<file path="config.mk">
export PLATFORM = sky130hd
export DESIGN_NAME = serializer_8b10b
export DESIGN_NICKNAME = d
export VERILOG_FILES = /design/src/rtl/serdes_8b10b_pkg.sv /design/src/rtl/enc_8b10b.sv /design/src/rtl/serializer_8b10b.sv
export SDC_FILE = /design/constraint.sdc
export NUM_CORES = 1
export LEC_CHECK = 0
export CAP_MARGIN = 25
export CORE_MARGIN = 4
export CORE_UTILIZATION = 40
export CTS_CLUSTER_DIAMETER = 50
export DETAILED_ROUTE_END_ITERATION = 8
export DONT_BUFFER_PORTS = 1
export PLACE_DENSITY_LB_ADDON = 0.25
export SYNTH_ARGS = -nofsm -noshare
export SYNTH_HDL_FRONTEND = slang
export SYNTH_SLANG_ARGS = --single-unit
</file>
<file path="constraint.sdc">
create_clock -name i_Clk -period 3.2 [get_ports i_Clk]
set_clock_uncertainty 0.05 [all_clocks]
set_input_delay 0.32 -clock i_Clk [delete_from_list [all_inputs] [get_ports i_Clk]]
set_output_delay 0.32 -clock i_Clk [all_outputs]
set_load 0.03 [all_outputs]
</file>
<file path="src/rtl/serdes_8b10b_pkg.sv">
// Shared 8b/10b tables, state encoding and symbol type for the serializer slice.
package serdes_8b10b_pkg;

  typedef logic [9:0] symbol_t;

  typedef enum logic {
    ST_IDLE,
    ST_SHIFT
  } ser_state_t;

  // RD- codes; the RD+ form is derived in the encoder.
  localparam logic [5:0] ENC_5B6B [32] = '{
    6'b100111, 6'b011101, 6'b101101, 6'b110001,
    6'b110101, 6'b101001, 6'b011001, 6'b111000,
    6'b111001, 6'b100101, 6'b010101, 6'b110100,
    6'b001101, 6'b101100, 6'b011100, 6'b010111,
    6'b011011, 6'b100011, 6'b010011, 6'b110010,
    6'b001011, 6'b101010, 6'b011010, 6'b111010,
    6'b110011, 6'b100110, 6'b010110, 6'b110110,
    6'b001110, 6'b101110, 6'b011110, 6'b101011
  };

  localparam logic [3:0] ENC_3B4B [8] = '{
    4'b1011, 4'b1001, 4'b0101, 4'b1100,
    4'b1101, 4'b1010, 4'b0110, 4'b1110
  };

  localparam logic [3:0] A7_RDM_CODE = 4'b0111;

  localparam logic [4:0] A7_RDM_SET [3] = '{5'd17, 5'd18, 5'd20};
  localparam logic [4:0] A7_RDP_SET [3] = '{5'd11, 5'd13, 5'd14};

  function automatic logic is_balanced6(input logic [5:0] code);
    return ($countones(code) == 3);
  endfunction

  function automatic logic is_balanced4(input logic [3:0] code);
    return ($countones(code) == 2);
  endfunction

  // Alternate x.7 avoids a run of five equal bits across the 6b/4b boundary.
  function automatic logic use_a7(input logic rd, input logic [4:0] x);
    logic hit;
    hit = 1'b0;
    for (int i = 0; i < 3; i++) begin
      if ((!rd && x == A7_RDM_SET[i]) || (rd && x == A7_RDP_SET[i])) begin
        hit = 1'b1;
      end
    end
    return hit;
  endfunction

endpackage

</file>
<file path="src/rtl/enc_8b10b.sv">
// Combinational 8b/10b encoder: byte plus running disparity in, symbol plus new disparity out.
module enc_8b10b
  import serdes_8b10b_pkg::*;
(
  input  logic [7:0] data,
  input  logic       rd_in,
  output logic [9:0] symbol,
  output logic       rd_out
);

  logic [5:0] code6;
  logic [3:0] code4;
  logic       unbal6;
  logic       unbal4;
  logic       rd_mid;

  // Balance is checked on the RD- form; complementing never changes it.
  always_comb begin
    code6  = ENC_5B6B[data[4:0]];
    unbal6 = !is_balanced6(code6);
    if (rd_in && (unbal6 || data[4:0] == 5'd7)) begin
      code6 = ~code6;
    end
    rd_mid = rd_in ^ unbal6;

    if (data[7:5] == 3'd7 && use_a7(rd_mid, data[4:0])) begin
      code4 = A7_RDM_CODE;
    end else begin
      code4 = ENC_3B4B[data[7:5]];
    end
    unbal4 = !is_balanced4(code4);
    if (rd_mid && (unbal4 || data[7:5] == 3'd3)) begin
      code4 = ~code4;
    end
    rd_out = rd_mid ^ unbal4;

    symbol = {code6, code4};
  end

endmodule

</file>
<file path="src/rtl/serializer_8b10b.sv">
// 8b/10b serializer: one-entry holding register feeding a 10-bit shifter, LSB sent first.
module serializer_8b10b
  import serdes_8b10b_pkg::*;
(
  input  logic       i_Clk,
  input  logic       i_Rst_n,
  input  logic [7:0] i_Data,
  input  logic       i_Valid,
  output logic       o_Ready,
  output logic       o_Serial,
  output logic       o_Bit_Valid,
  output logic       o_RD
);

  ser_state_t state;
  ser_state_t state_next;

  logic [9:0] hold_sym;
  logic       hold_valid;
  logic [9:0] shift_sym;
  logic [3:0] bit_cnt;
  logic       rd;

  logic       transfer;
  logic       load;
  logic       last_bit;
  logic [9:0] enc_sym;
  logic       enc_rd;

  enc_8b10b u_enc (
    .data   (i_Data),
    .rd_in  (rd),
    .symbol (enc_sym),
    .rd_out (enc_rd)
  );

  assign o_Ready  = !hold_valid;
  assign o_RD     = rd;
  assign transfer = i_Valid && !hold_valid;
  assign last_bit = (bit_cnt == 4'd9);

  always_ff @(posedge i_Clk or negedge i_Rst_n) begin
    if (!i_Rst_n) begin
      state <= ST_IDLE;
    end else begin
      state <= state_next;
    end
  end

  // Reload at bit 9 keeps back-to-back symbols gapless.
  always_comb begin
    state_next  = state;
    load        = 1'b0;
    o_Bit_Valid = 1'b0;
    o_Serial    = 1'b0;
    case (state)
      ST_IDLE: begin
        if (hold_valid) begin
          state_next = ST_SHIFT;
          load       = 1'b1;
        end
      end
      ST_SHIFT: begin
        o_Bit_Valid = 1'b1;
        o_Serial    = shift_sym[bit_cnt];
        if (last_bit) begin
          if (hold_valid) begin
            load = 1'b1;
          end else begin
            state_next = ST_IDLE;
          end
        end
      end
      default: begin
        state_next = ST_IDLE;
      end
    endcase
  end

  always_ff @(posedge i_Clk or negedge i_Rst_n) begin
    if (!i_Rst_n) begin
      hold_sym   <= '0;
      hold_valid <= 1'b0;
      shift_sym  <= '0;
      bit_cnt    <= '0;
      rd         <= 1'b0;
    end else begin
      if (transfer) begin
        hold_sym   <= enc_sym;
        hold_valid <= 1'b1;
        rd         <= enc_rd;
      end else if (load) begin
        hold_valid <= 1'b0;
      end

      if (load) begin
        shift_sym <= hold_sym;
        bit_cnt   <= '0;
      end else if (state == ST_SHIFT) begin
        bit_cnt <= last_bit ? 4'd0 : bit_cnt + 4'd1;
      end
    end
  end

endmodule

</file>
==> impl_metrics.toml <==
[outcome]
outcome = "finished with violations"
violations = "negative setup slack"

[global_routing]
grt_max_degree = 28
grt.busiest_layer = "met2"
met2_usage = 0.244
grtUsageTotal = 0.138
grt-ovfl-total = 0
grt_first_pass_wirelength_um = 7020
gr-usage-met1 = 0.176
antenna_found_initial = 0
grt_pass1_vias = 1548
grt.met3_usage = 0.0172

[sta]
tightest_slew_ns = 0.612
rsz0062_at_grt = "true"
layout_min_cycle_time_ns = 4.69
slew_violations = 0
slew-limit-headroom = 0.591
whs_ns = 0.183
hold_viol = 0
fmax_ghz = 0.213
finalCritPeriodShare = 1.47
setup_violations = 5
setup_ws_ns = -1.49

[routing]
dr.pass1.iters = 4
drtIter0Drc = 59
wl_per_cell_um = 13.6
wl_um = 3880
viasPerCell = 5.26
num_vias = 1500
ant_nets = 0
drc_errors = 0

[synth]
syn_avg_cell_area_um2 = 9.97
synth_top_area_frac = 0.342
ys_ff_latch = 27
syn_area_um2 = 1970
yosys_warnings = 0
yosys-top-cells-area = "dfrtp_1 34%, ha_1 8.9%, mux2_2 6.8%"
syn_nets = 226
synth_cell_types = 46
synth_edf_count = 0
synthCells = 198
ys_seq_area_frac = 0.342
synth-async-reset-ratio = 1.00
ys.flop_type = "dfrtp_1"
synth_top_area_cell = "dfrtp_1"

[worst_setup_path]
worstPathMaxFanout = 5
criticalPathCategory = "input port to flip-flop"
cp-end-kind = "flip-flop"
cp_slowest_cell = "mux4_2"
cp.depth = 19
cpPeakStageDelay_ns = 0.52
worst_setup_path_start_kind = "input port"
crit_arrival_ns = 4.86
r2r_cells = 11
cp_top_family = "adder cells"
crit_chain = "inv_16 -> ha_4 -> mux2i_1 -> mux4_2 -> ha_4 -> fa_1 -> ha_1 -> and4bb_4 -> xnor2_4 -> mux2_4 -> o21ai_2 -> ha_1 -> ha_2 -> fa_1 -> nor3b_4 -> o21a_1 -> nor2_4 -> or4_1 -> nand3_1"
required_ns = 3.37
crit_buf_inv = 1

[cells_and_area]
drive_gt1_frac = 0.339
final_core_util = 0.527
fin_cells = 285
nets = 247
area_growth_pct = 26.9
nFillCells = 445
antenna_cells = 0

[power_and_ir_drop]
leakage_nw = 1.10
powerDensity_nw_per_um2 = 722
ir_drop_mv = 0.365

[cts]
root_buffer = "clkbuf_8"
cts.sinks = 27
clkTransAtPathRegs_ns = 0.10
insertion_delay_ns = 0.28
cts_buffers = 3
cts_tree = "done"
clk_path_buf_depth = 2
cts_max_level = 1

[placement]
placed_cells = 276
gp_congestion = 0.826
port_buffers = 0
place_hpwl_um = 2990

[floorplanning]
die_w_um = 78.2
die_h_um = 78.2
core_area_um2 = 4750
row_count = 25
initial_core_util = 0.415
ios = 15
dieArea_um2 = 6120

[run]
cap_viol_max_count = 0

[hold_path]
min_delay_path_depth = 2
hold_path.class = "input port to flip-flop"
## path summary, 6_finish.rpt
path | startpoint | to | slack, ns
min in group asynchronous | i_Rst_n | bit_cnt[1] | 0.41
min reg2reg | hold_sym[5] | hold_sym[5] | 0.44
min | i_Data[5] | hold_sym[3] | 0.18
max | i_Data[1] | hold_sym[0] | -1.49
max reg2reg | o_RD | hold_sym[0] | 0.09
max in group asynchronous | i_Rst_n | shift_sym[8] | 2.53
## what timing repair did
action | CTS | global route
pin swaps | 15 | 2
setup buffers | 2 | 1
endpoints found under the setup margin | 5 | 5
hold buffers | 2 | 0
endpoints found under the hold margin | 27 | 0
resized for setup | 12 | 4
## worst reg2reg max path: stages, from the launching register on
cell and delay, ns:
dfrtp_1 0.46, xnor2_4 0.21, mux2_4 0.34, o21ai_2 0.12, ha_1 0.24, ha_2 0.19, fa_1 0.48, nor3b_4 0.19
o21a_1 0.23, nor2_4 0.05, or4_1 0.40, nand3_1 0.07
## layout by cell type, fill, tap and decap left out, types with 3 or more instances in the layout
cell type,count
clkbuf_8,3
ha_1,4
inv_1,7
mux2i_1,6
a22o_1,4
ha_4,7
o21ai_0,13
nand3_1,3
mux2_2,12
a21o_1,3
buf_4,23
xor2_1,9
nand2_2,3
dfrtp_1,27
ha_2,3
nand2_1,24
nor2_1,7
buf_12,3
mux4_2,4
## logic make-up (layout without fill, tap and decap cells)
kind of cell	Yosys count	in the layout	synth area share
buffers and inverters	20	40	0.0406
AO/OA/AOI/OAI	40	40	0.138
multiplexers	23	23	0.152
AND/OR/NAND/NOR	57	57	0.146
XOR/XNOR	14	14	0.0621
flip-flops	27	27	0.342
adder cells (fa/ha/maj)	17	17	0.119
## power by group
part	total [mW]	switching (mW)	internal, mW
logic	0.969	0.427	0.542
registers	0.635	0.137	0.499
clock network	0.202	0.111	0.0914
## cell type report
cell class	count	area, um2	area share
Clock inverter	1	8.76	0.00350
Tap cell	67	83.8	0.0335
Inverter	9	57.6	0.0230
Timing Repair Buffer	27	243	0.0970
Sequential cell	27	676	0.270
Multi-Input combinational cell	151	1390	0.557
Clock buffer	3	41.3	0.0165
## state kept, by name, summed over array words and instances, names as in the netlist
name and count:
shift_sym 10, hold_valid 1, state 1, hold_sym 10
o_RD 1, bit_cnt 4
## routing by layer
metal / wire [um] / up-vias
li1: - / 741
met1: 1730 / 729
met2: 1980 / 26
met3: 125 / 4
met4: 44 / 0
met5: 0 / -
## cells in the mapped netlist (2+ instances only)
master / count
ha_1: 14
mux4_2: 4
a21oi_1: 2
inv_1: 9
xnor2_1: 5
and3_1: 2
o21ai_0: 16
o311ai_0: 2
a22o_1: 4
mux2i_1: 6
fa_1: 3
buf_2: 4
nor2_1: 9
o2111ai_1: 2
mux2_2: 12
xor2_1: 9
nor2b_1: 3
dfrtp_1: 27
a21o_1: 3
nand2_1: 27
nand3_1: 3
nand2b_1: 2
clkbuf_1: 7
## metrics by stage
stage,cell area (um2),setup TNS (ns),power (mW),setup WS [ns]
after floorplan,2090,-7.77,1.28,-1.71
after global placement,2310,-8.36,1.50,-1.73
after detailed placement,2310,-9.27,1.53,-1.86
after CTS,2470,-7.11,1.81,-1.51
after global routing,2500,-7.73,1.96,-1.65
final,2500,-7.01,1.81,-1.49
Power figures use the tool's default switching activity.
